[src/rtl/udma_hyper_txconv.sv]
// uDMA TX word stream to HyperBus PHY beat converter with start-offset realignment and byte swap.
// Optional stall counter enabled by defining UDMA_TXCONV_STALL_CNT_EN.
module udma_hyper_txconv #(
  parameter int  SRC_W      = 32,
  parameter int  DST_W      = 16,
  parameter int  TRANS_SIZE = 16,
  localparam int SRC_B      = SRC_W / 8,
  localparam int OFFS_W     = (SRC_B > 1) ? $clog2(SRC_B) : 1
) (
  input  logic                  clk_i,
  input  logic                  rst_ni,
  input  logic                  start_i,
  input  logic                  abort_i,
  input  logic [TRANS_SIZE-1:0] cfg_len_i,
  input  logic [OFFS_W-1:0]     cfg_offset_i,
  input  logic                  cfg_swap_i,
  input  logic                  cfg_addr_space_i,
  input  logic [15:0]           cfg_reg_data_i,
  input  logic                  src_valid_i,
  output logic                  src_ready_o,
  input  logic [SRC_W-1:0]      src_data_i,
  output logic                  dst_valid_o,
  input  logic                  dst_ready_i,
  output logic [DST_W-1:0]      dst_data_o,
  output logic                  busy_o,
  output logic                  done_o,
  output logic [15:0]           stall_cnt_o
);

  localparam int DST_B  = DST_W / 8;
  localparam int BUF_B  = 2 * SRC_B;
  localparam int BUF_W  = BUF_B * 8;
  localparam int BCNT_W = $clog2(BUF_B + 1);
  localparam int REM_W  = TRANS_SIZE + 3;

  localparam logic [1:0] IDLE  = 2'd0;
  localparam logic [1:0] RUN   = 2'd1;
  localparam logic [1:0] DRAIN = 2'd2;
  localparam logic [1:0] DONE  = 2'd3;

  localparam logic [BCNT_W-1:0] SRC_B_C = BCNT_W'(SRC_B);
  localparam logic [BCNT_W-1:0] DST_B_C = BCNT_W'(DST_B);

  logic [1:0]            state_r, state_s;
  logic [TRANS_SIZE-1:0] len_r, ld_cnt_r;
  logic [OFFS_W-1:0]     offs_r;
  logic                  swap_r, as_r, first_r;
  logic [15:0]           reg_r;
  logic [BUF_W-1:0]      buf_r, push_data_s, ext_buf_s, buf_nxt_s;
  logic [BCNT_W-1:0]     bcnt_r, push_cnt_s, ext_cnt_s, bcnt_nxt_s;
  logic [REM_W-1:0]      rem_s;
  logic [DST_W-1:0]      beat_s, dst_data_r;
  logic                  dst_valid_r, push_s, load_s, last_hs_s;

  // Bytes still owed to the PHY; stops the source being read past the transfer end.
  assign rem_s       = REM_W'(len_r - ld_cnt_r) << $clog2(DST_B);
  assign src_ready_o = (state_r == RUN) && !as_r && (bcnt_r <= SRC_B_C) && (rem_s > REM_W'(bcnt_r));
  assign push_s      = src_ready_o && src_valid_i;
  assign last_hs_s   = (state_r == RUN) && dst_valid_r && dst_ready_i && (ld_cnt_r == len_r);

  // Merge the incoming word above buffered bytes and form the next beat from the merged view.
  always_comb begin
    push_data_s = '0;
    push_cnt_s  = '0;
    beat_s      = '0;
    if (push_s) begin
      if (first_r) begin
        push_data_s = BUF_W'(src_data_i >> {offs_r, 3'b000});
        push_cnt_s  = SRC_B_C - BCNT_W'(offs_r);
      end else begin
        push_data_s = BUF_W'(src_data_i);
        push_cnt_s  = SRC_B_C;
      end
    end else begin
      push_data_s = '0;
      push_cnt_s  = '0;
    end
    ext_buf_s = buf_r | (push_data_s << {bcnt_r, 3'b000});
    ext_cnt_s = bcnt_r + push_cnt_s;
    load_s    = (state_r == RUN) && (!dst_valid_r || dst_ready_i) && (ld_cnt_r < len_r) &&
                (as_r || (ext_cnt_s >= DST_B_C));
    if (as_r) begin
      beat_s = DST_W'(reg_r);
    end else if (swap_r) begin
      for (int b = 0; b < DST_B; b++) begin
        beat_s[8*b +: 8] = ext_buf_s[8*(DST_B-1-b) +: 8];
      end
    end else begin
      beat_s = ext_buf_s[DST_W-1:0];
    end
    if (load_s && !as_r) begin
      buf_nxt_s  = ext_buf_s >> DST_W;
      bcnt_nxt_s = ext_cnt_s - DST_B_C;
    end else begin
      buf_nxt_s  = ext_buf_s;
      bcnt_nxt_s = ext_cnt_s;
    end
  end

  // Next-state selection; abort overrides every transition.
  always_comb begin
    state_s = state_r;
    if (abort_i) begin
      state_s = IDLE;
    end else begin
      case (state_r)
        IDLE:    state_s = start_i ? ((cfg_len_i == '0) ? DONE : RUN) : IDLE;
        RUN:     state_s = last_hs_s ? DRAIN : RUN;
        DRAIN:   state_s = DONE;
        DONE:    state_s = IDLE;
        default: state_s = IDLE;
      endcase
    end
  end

  // State, configuration latch, byte buffer and output beat register.
  always_ff @(posedge clk_i or negedge rst_ni) begin
    if (!rst_ni) begin
      state_r     <= IDLE;
      len_r       <= '0;
      ld_cnt_r    <= '0;
      offs_r      <= '0;
      swap_r      <= 1'b0;
      as_r        <= 1'b0;
      first_r     <= 1'b0;
      reg_r       <= 16'h0000;
      buf_r       <= '0;
      bcnt_r      <= '0;
      dst_valid_r <= 1'b0;
      dst_data_r  <= '0;
    end else if (abort_i) begin
      state_r     <= IDLE;
      ld_cnt_r    <= '0;
      first_r     <= 1'b0;
      buf_r       <= '0;
      bcnt_r      <= '0;
      dst_valid_r <= 1'b0;
    end else begin
      state_r <= state_s;
      case (state_r)
        IDLE: begin
          if (start_i) begin
            len_r    <= cfg_len_i;
            offs_r   <= cfg_offset_i;
            swap_r   <= cfg_swap_i;
            as_r     <= cfg_addr_space_i;
            reg_r    <= cfg_reg_data_i;
            first_r  <= 1'b1;
            ld_cnt_r <= '0;
            buf_r    <= '0;
            bcnt_r   <= '0;
          end
        end
        RUN: begin
          buf_r  <= buf_nxt_s;
          bcnt_r <= bcnt_nxt_s;
          if (push_s) first_r <= 1'b0;
          if (load_s) begin
            dst_data_r  <= beat_s;
            dst_valid_r <= 1'b1;
            ld_cnt_r    <= ld_cnt_r + TRANS_SIZE'(1);
          end else if (dst_ready_i) begin
            dst_valid_r <= 1'b0;
          end
        end
        DRAIN: begin
          buf_r       <= '0;
          bcnt_r      <= '0;
          dst_valid_r <= 1'b0;
        end
        default: begin
          dst_valid_r <= 1'b0;
        end
      endcase
    end
  end

  assign dst_valid_o = dst_valid_r;
  assign dst_data_o  = dst_data_r;
  assign busy_o      = (state_r == RUN) || (state_r == DRAIN);
  assign done_o      = (state_r == DONE);

`ifdef UDMA_TXCONV_STALL_CNT_EN
  logic [15:0] stall_r;

  // Saturating count of cycles the PHY holds off a valid beat.
  always_ff @(posedge clk_i or negedge rst_ni) begin
    if (!rst_ni) begin
      stall_r <= 16'h0000;
    end else if (abort_i || ((state_r == IDLE) && start_i)) begin
      stall_r <= 16'h0000;
    end else if ((state_r != IDLE) && dst_valid_r && !dst_ready_i && (stall_r != 16'hFFFF)) begin
      stall_r <= stall_r + 16'd1;
    end else begin
      stall_r <= stall_r;
    end
  end

  assign stall_cnt_o = stall_r;
`else
  assign stall_cnt_o = 16'h0000;
`endif

endmodule
[config.mk]
export PLATFORM = sky130hd
export DESIGN_NAME = udma_hyper_txconv
export DESIGN_NICKNAME = d
export VERILOG_FILES = /design/src/rtl/udma_hyper_txconv.sv
export SDC_FILE = /design/constraint.sdc
export NUM_CORES = 1
export LEC_CHECK = 0
export CORE_UTILIZATION = 35
export DETAILED_ROUTE_END_ITERATION = 10
export HOLD_SLACK_MARGIN = 0.02
export PLACE_DENSITY = 0.57
export REMOVE_ABC_BUFFERS = 1
export SLEW_MARGIN = 20
export SYNTH_ARGS = -nofsm -noshare
export SYNTH_HDL_FRONTEND = slang
export SYNTH_SLANG_ARGS = --single-unit
[constraint.sdc]
create_clock -name clk_i -period 5.2 [get_ports clk_i]
set_clock_uncertainty 0.05 [all_clocks]
set_input_delay 1.04 -clock clk_i [delete_from_list [all_inputs] [get_ports clk_i]]
set_output_delay 1.04 -clock clk_i [all_outputs]
set_load 0.05 [all_outputs]
# [Yosys cells after proc, flatten, opt, wreduce, memory -nomap -nowiden]
# Index checks and enable logic that the tools add are counted.
# W data, S select, Z words.
[word_totals] regBits=140 in_bits=74
[op_classes] add_sub_neg=5 n_lt_le_gt_ge=4 eq_ne=9 shifts=2 muxes=31 bitwise_logic=2 reduce_logical=26
[op_table] cell="$mux W64" n=5
[op_table] cell="$pmux W64 S3" n=1
[op_table] cell="$mux W16" n=5
[op_table] cell="$or A64 B64 Y64" n=1
[op_table] cell="$shl A64 B7 Y64" n=1
[op_table] cell="$shr A32 B5 Y64" n=1
[op_table] cell="$pmux W16 S2" n=1
[op_table] cell="$mux W4" n=5
[op_table] cell="$gt A19 B4 Y1" n=1
[op_table] cell="$sub A16 B16 Y17" n=1
[op_table] cell="$add A16 B1 Y16 const B" n=1
[op_table] cell="$eq A16 B16 Y1" n=1
[op_table] cell="$logic_not A16 Y1" n=1
[op_table] cell="$lt A16 B16 Y1" n=1
[op_table] cell="$pmux W4 S3" n=1
[op_table] cell="$reduce_and A3 Y1" n=4
[op_table] cell="$logic_and A1 B1 Y1" n=11
[op_table] cell="$ne A3 B3 Y1 const B" n=3
[op_table] cell="$mux W2" n=4
[op_table] cell="$pmux W2 S4" n=1
[op_table] cell="$mux W1" n=6
[op_table] cell="$add A4 B4 Y4" n=1
[op_table] cell="$eq A2 B2 Y1 const B" n=2
[op_table] cell="$ge A4 B2 Y1 const B" n=1
[op_table] cell="other kinds (14)" n=19

# [Depth between registers and ports, before layout]
[logic_depth] word_depth=14 ltp_mapped=27

# [Worst setup path after synthesis]
# No wires, ideal clock.
[synth_path] kind="flip-flop to flip-flop" startpoint="register ld_cnt_r[0]" endpoint="register ld_cnt_r[6]" setup_time_ps=132 arrival_time_ps=5520 required_ps=5018 path_slack_ps=-502 stages_incl_launch_ff=26 path_buffers=3 cell_sequence="dfrtp_1 ha_1 fa_1 inv_1 ha_1 a21o_1 a21oi_1 o2111ai_1 a2111oi_0 o211ai_1 nor4_4 nor2_1 clkbuf_1 nand3_1 inv_1 ha_1 a21o_1 a21oi_1 xnor2_1 or3_1 a41oi_1 clkbuf_1 clkbuf_1 nor3_1 xnor2_1 nor2_1"
[synth_via] elab_chain_len=11
[synth_rtl] item="start, declared" line="45" source="logic [TRANS_SIZE-1:0] len_r, ld_cnt_r;"
[synth_rtl] item="start signal, assigned" line="161" source="ld_cnt_r <= ld_cnt_r + TRANS_SIZE'(1);"
[synth_rtl] item="$sub A16 B16 Y17" line="56" source="assign rem_s = REM_W'(len_r - ld_cnt_r) << $clog2(DST_B);"
[synth_rtl] item="$gt A19 B4 Y1" line="57" source="assign src_ready_o = (state_r == RUN) && !as_r && (bcnt_r <= SRC_B_C) && (rem_s > REM_W'(bcnt_r));"
[synth_rtl] item="$logic_and A1 B1 Y1" line="57"
[synth_rtl] item="$logic_and A1 B1 Y1" line="58" source="assign push_s = src_ready_o && src_valid_i;"
[synth_rtl] item="$mux W4" line="66" source="if (push_s) begin"
[synth_rtl] item="$add A4 B4 Y4" line="79" source="ext_cnt_s = bcnt_r + push_cnt_s;"
[synth_rtl] item="$ge A4 B2 Y1" line="81" source="(as_r || (ext_cnt_s >= DST_B_C));"
[synth_rtl] item="$logic_or A1 B1 Y1" line="81"
[synth_rtl] item="$logic_and A1 B1 Y1" line="80" source="load_s = (state_r == RUN) && (!dst_valid_r || dst_ready_i) && (ld_cnt_r < len_r) &&"
[synth_rtl] item="$ne A3 B3 Y1 (no source line)"
[synth_rtl] item="$reduce_and A3 Y1 (no source line)"
# Several ways; a longest one is shown, not always the timed one. The select of a mux whose other input is x is not followed.
# A chain may end at the register's enable or synchronous reset.

# [Worst setup path after layout]
[layout_path] startpoint="register len_r[0]" endpoint="register ld_cnt_r[7]"
[layout_via] elab_chain_len=11
[layout_rtl] item="start, declared" line="45"
[layout_rtl] item="start signal, assigned" line="143" source="len_r <= cfg_len_i;"
[layout_rtl] item="$sub A16 B16 Y17" line="56"
[layout_rtl] item="$gt A19 B4 Y1" line="57"
[layout_rtl] item="$logic_and A1 B1 Y1" line="57"
[layout_rtl] item="$logic_and A1 B1 Y1" line="58"
[layout_rtl] item="$mux W4" line="66"
[layout_rtl] item="$add A4 B4 Y4" line="79"
[layout_rtl] item="$ge A4 B2 Y1" line="81"
[layout_rtl] item="$logic_or A1 B1 Y1" line="81"
[layout_rtl] item="$logic_and A1 B1 Y1 *" line="80"
[layout_rtl] item="$ne A3 B3 Y1 (no source line) *"
[layout_rtl] item="$reduce_and A3 Y1 (no source line) *"
# Every way passes the cells marked *; elsewhere a longest branch is shown, timed or not.

==> metrics.md <==
| Metric | Value |
|---|---|
| DR iter-0 viols | `940` |
| Initial Util | `35.9%` |
| # rows | `60` |
| Die footprint | `28600 um2` |
| Area Growth Syn to Fin | `28.8%` |
| Post-Syn Area | `9770 um2` |
| Tightest Pin Transition | `1.06 ns` |
| Worst hold path class | `reg2reg` |
| M3 GR Usage | `5.68%` |
| Switching part of the total | `43.0%` |
| Post-route insts no fill | `1639` |
| Period minus WS final | `5.17 ns` |
| Count of final setup violators | `0` |
| Gate power share | `48.0%` |
| Slew Limit Fails | `0` |
| Io pins | `110` |
| DP Cell Count | `1589` |
| CP Max Fanout | `6` |
| Top Usage Layer GRT | `met2` |
| MaxCap Viol Count | `0` |
| Mapped Avg Cell Area | `8.74 um2` |
| Register bit total from synthesis | `140` |
| Clk network pwr share | `24.2%` |
| YS warnings | `0` |
| Nets | `1359` |
| Routed Antenna Nets | `0` |
| FMAX | `193 MHz` |
| Die height | `169 um` |
| Slew Limit Headroom | `28.9%` |
| Req. time, crit path | `5.48 ns` |
| Final hold violations | `0` |
| Diode count | `0` |
| EDFF count, synth | `0` |
| Share of cells above drive strength 1 | `20.2%` |
| VDD IR max | `0.234 mV` |
| Initial antenna violation count | `0` |
| # port buffers | `93` |
| Synth unique cells | `78` |
| Vias in the first global route | `9119` |
| Core ar. | `27200 um2` |
| Leakage | `5.03 nW` |
| Register share of total power | `27.9%` |
| Met1 usage | `33.9%` |
| Die W | `169 um` |
| Routed vias | `9626` |
| WL final | `34.2 mm` |
| Routability Congestion | `0.881` |
| Clk Latency, worst-skew pair | `0.44 ns` |
| CP arrival | `5.45 ns` |
| Clock-pin slew on the worst setup and hold paths | `0.08 ns` |
| Overflow after GRT | `0` |
| Pint | `2.88 mW` |
| Synth Flop Type | `dfrtp_1` |
| RSZ-0062 raised after global routing | `yes` |
| WL/cell | `20.8 um` |
| CP endpoint kind | `flip-flop` |
| Power Density | `401 nW/um2` |
| Status | `completed` |
| Kind of critical path | `reg2reg` |
| Fin crit share | `99.4%` |
| Root Driver | `clkbuf_16` |
| Filler cells | `2605` |
| FFs w/ async S/R, synth | `100%` |
| TritonCTS clock tree | `yes` |
| Psw | `2.17 mW` |
| Synth Instances | `1118` |
| Total GRT Usage | `24.1%` |
| Total Power | `5.04 mW` |
| CTS sink cnt | `140` |
| Detailed Place HPWL | `24.4 mm` |
| Largest net degree at the start of global routing | `70` |
| Max clock buf depth | `2` |
| DR vias/cell | `5.87` |
| Post-route DRC violation count | `0` |
| TritonCTS Buffers | `17` |
| Startpoint types | `flip-flop` |
| Sequential area share after synthesis | `35.9%` |
| H-tree depth | `4` |
| GR Layer Usage met2 | `36.3%` |
| First-pass GRT wire length | `53.2 mm` |
| First drt pass iteration count | `5` |
## per-stage QoR
stage / TNS, ns / worst slack [ns] / hold WS, ns / area (um2) / util, %
2_1_floorplan: -130.74 / -2.31 / 0.400 / 9380 / -
3_3_place_gp: -2.04 / -0.0855 / 0.422 / 11500 / 42.2
6_report: 0 / 0.0311 / 0.431 / 12600 / 46.3
4_1_cts: 0 / 0.000319 / 0.430 / 12100 / 44.7
3_5_place_dp: -18.57 / -0.328 / 0.416 / 11500 / 42.2
5_1_grt: -6.37 / -0.199 / 0.450 / 12600 / 46.3
## final cells by class
type	instances	area, um2	area share [%]
Sequential cell	140	3500	27.8
Timing Repair Buffer	198	1810	14.4
Multi-Input combinational cell	840	6020	47.8
Inverter	57	214	1.70
Tap cell	372	465	3.70
Clock inverter	13	119	0.945
Clock buffer	19	453	3.60
## cells by family (layout without fill, tap and decap cells)
| family | Yosys count | after routing | share of synthesized area, % |
|---|---|---|---|
| xor gates and xnor gates | 17 | 17 | 1.52 |
| AOI/OAI and AO/OA | 369 | 369 | 27.2 |
| buffers and inverters | 153 | 287 | 6.75 |
| muxes | 65 | 65 | 7.26 |
| other | 1 | 16 | 0.0384 |
| and+or+nand+nor | 342 | 342 | 17.3 |
| DFF | 140 | 140 | 35.9 |
| adders and majority gates | 31 | 31 | 4.13 |
## Yosys cell counts, types with 22 or more instances
| master | number | area [um2] |
|---|---|---|
| a21oi_1 | 63 | 315 |
| a221oi_1 | 25 | 219 |
| a31oi_1 | 22 | 138 |
| clkbuf_1 | 64 | 240 |
| dfrtp_1 | 140 | 3500 |
| ha_1 | 29 | 363 |
| inv_1 | 57 | 214 |
| mux2_2 | 47 | 529 |
| nand2_1 | 103 | 387 |
| nand3_1 | 31 | 155 |
| nor2_1 | 81 | 304 |
| nor3_1 | 22 | 110 |
| o21ai_0 | 68 | 340 |
## flip-flops by register name (all words and copies together) (netlist names)
name         flops
first_r          1
swap_r           1
len_r           16
reg_r           16
as_r             1
state_r          2
bcnt_r           4
ld_cnt_r        16
dst_data_o      16
dst_valid_o      1
offs_r           2
buf_r           64
## critical path, stage by stage (launching register included)
cell	delay [ns]
dfrtp_1	0.34
inv_1	0.05
ha_2	0.18
fa_2	0.37
xnor2_2	0.15
ha_1	0.31
and4b_1	0.23
o2111ai_2	0.14
a2111oi_2	0.31
o211ai_1	0.18
buf_4	0.18
nor4_4	0.32
nor2_2	0.10
nand3_2	0.09
inv_1	0.04
ha_1	0.26
a21o_1	0.17
a21oi_2	0.17
xnor2_2	0.16
or3_4	0.19
a41oi_4	0.13
buf_6	0.21
or4_4	0.52
xnor2_2	0.16
nor2_1	0.05
## placed cells by master, fill, tap and decap left out, types with 9 or more instances in the layout
cell,count
and2_1,19
a31oi_1,19
o22a_1,9
o221ai_1,13
dfrtp_1,140
a21o_1,14
nand4_1,12
nor2_1,73
mux2_2,47
o32a_1,12
o21ai_1,12
xnor2_1,9
clkdlybuf4s50_1,91
nand2b_1,14
ha_1,25
a21oi_1,59
nor3b_1,10
nand3_1,30
o31ai_1,10
buf_4,95
nor3_1,19
a22oi_1,10
o22ai_1,16
clkbuf_16,18
o21ai_0,63
inv_1,55
conb_1,16
nand2_1,99
a221oi_1,25
mux2i_1,18
a311o_1,10
## worst paths after layout
kind,end,slack (ns),startpoint,cells after the start
hold reg to reg,buf_r[47],0.43,buf_r[47],1
setup / recovery,ld_cnt_r[7],0.03,len_r[0],24
hold / removal,buf_r[47],0.43,buf_r[47],1
min in group asynchronous,state_r[0],0.58,rst_ni,1
max in group asynchronous,reg_r[6],3.47,rst_ni,2
setup reg to reg,ld_cnt_r[7],0.03,len_r[0],24
## power groups by stage
stage                     sequential, mW  clock, mW  combinational, mW
after floorplan                     1.61          0               1.16
after global placement              1.42          0               2.23
after detailed placement            1.42          0               2.23
after CTS                           1.40       1.23               2.29
after global routing                1.43       1.28               2.59
final                               1.41       1.22               2.42
## per-layer routing
metal,share of wire [%],wire (um),vias up
met5,0,0,-
met3,7.3,2510,49
li1,-,-,4442
met2,45,15200,412
met4,2.6,897,0
met1,45,15500,4723
## repair_timing
item | CTS | global route
gates cloned | 0 | 2
setup endpoints to repair | 95 | 93
gates resized for setup | 17 | 63
setup buffers | 4 | 14
endpoints found under the hold margin | 0 | 0
pin swaps | 5 | 31
hold buffers | 0 | 0
No activity file was read; power rests on OpenSTA's default activity.
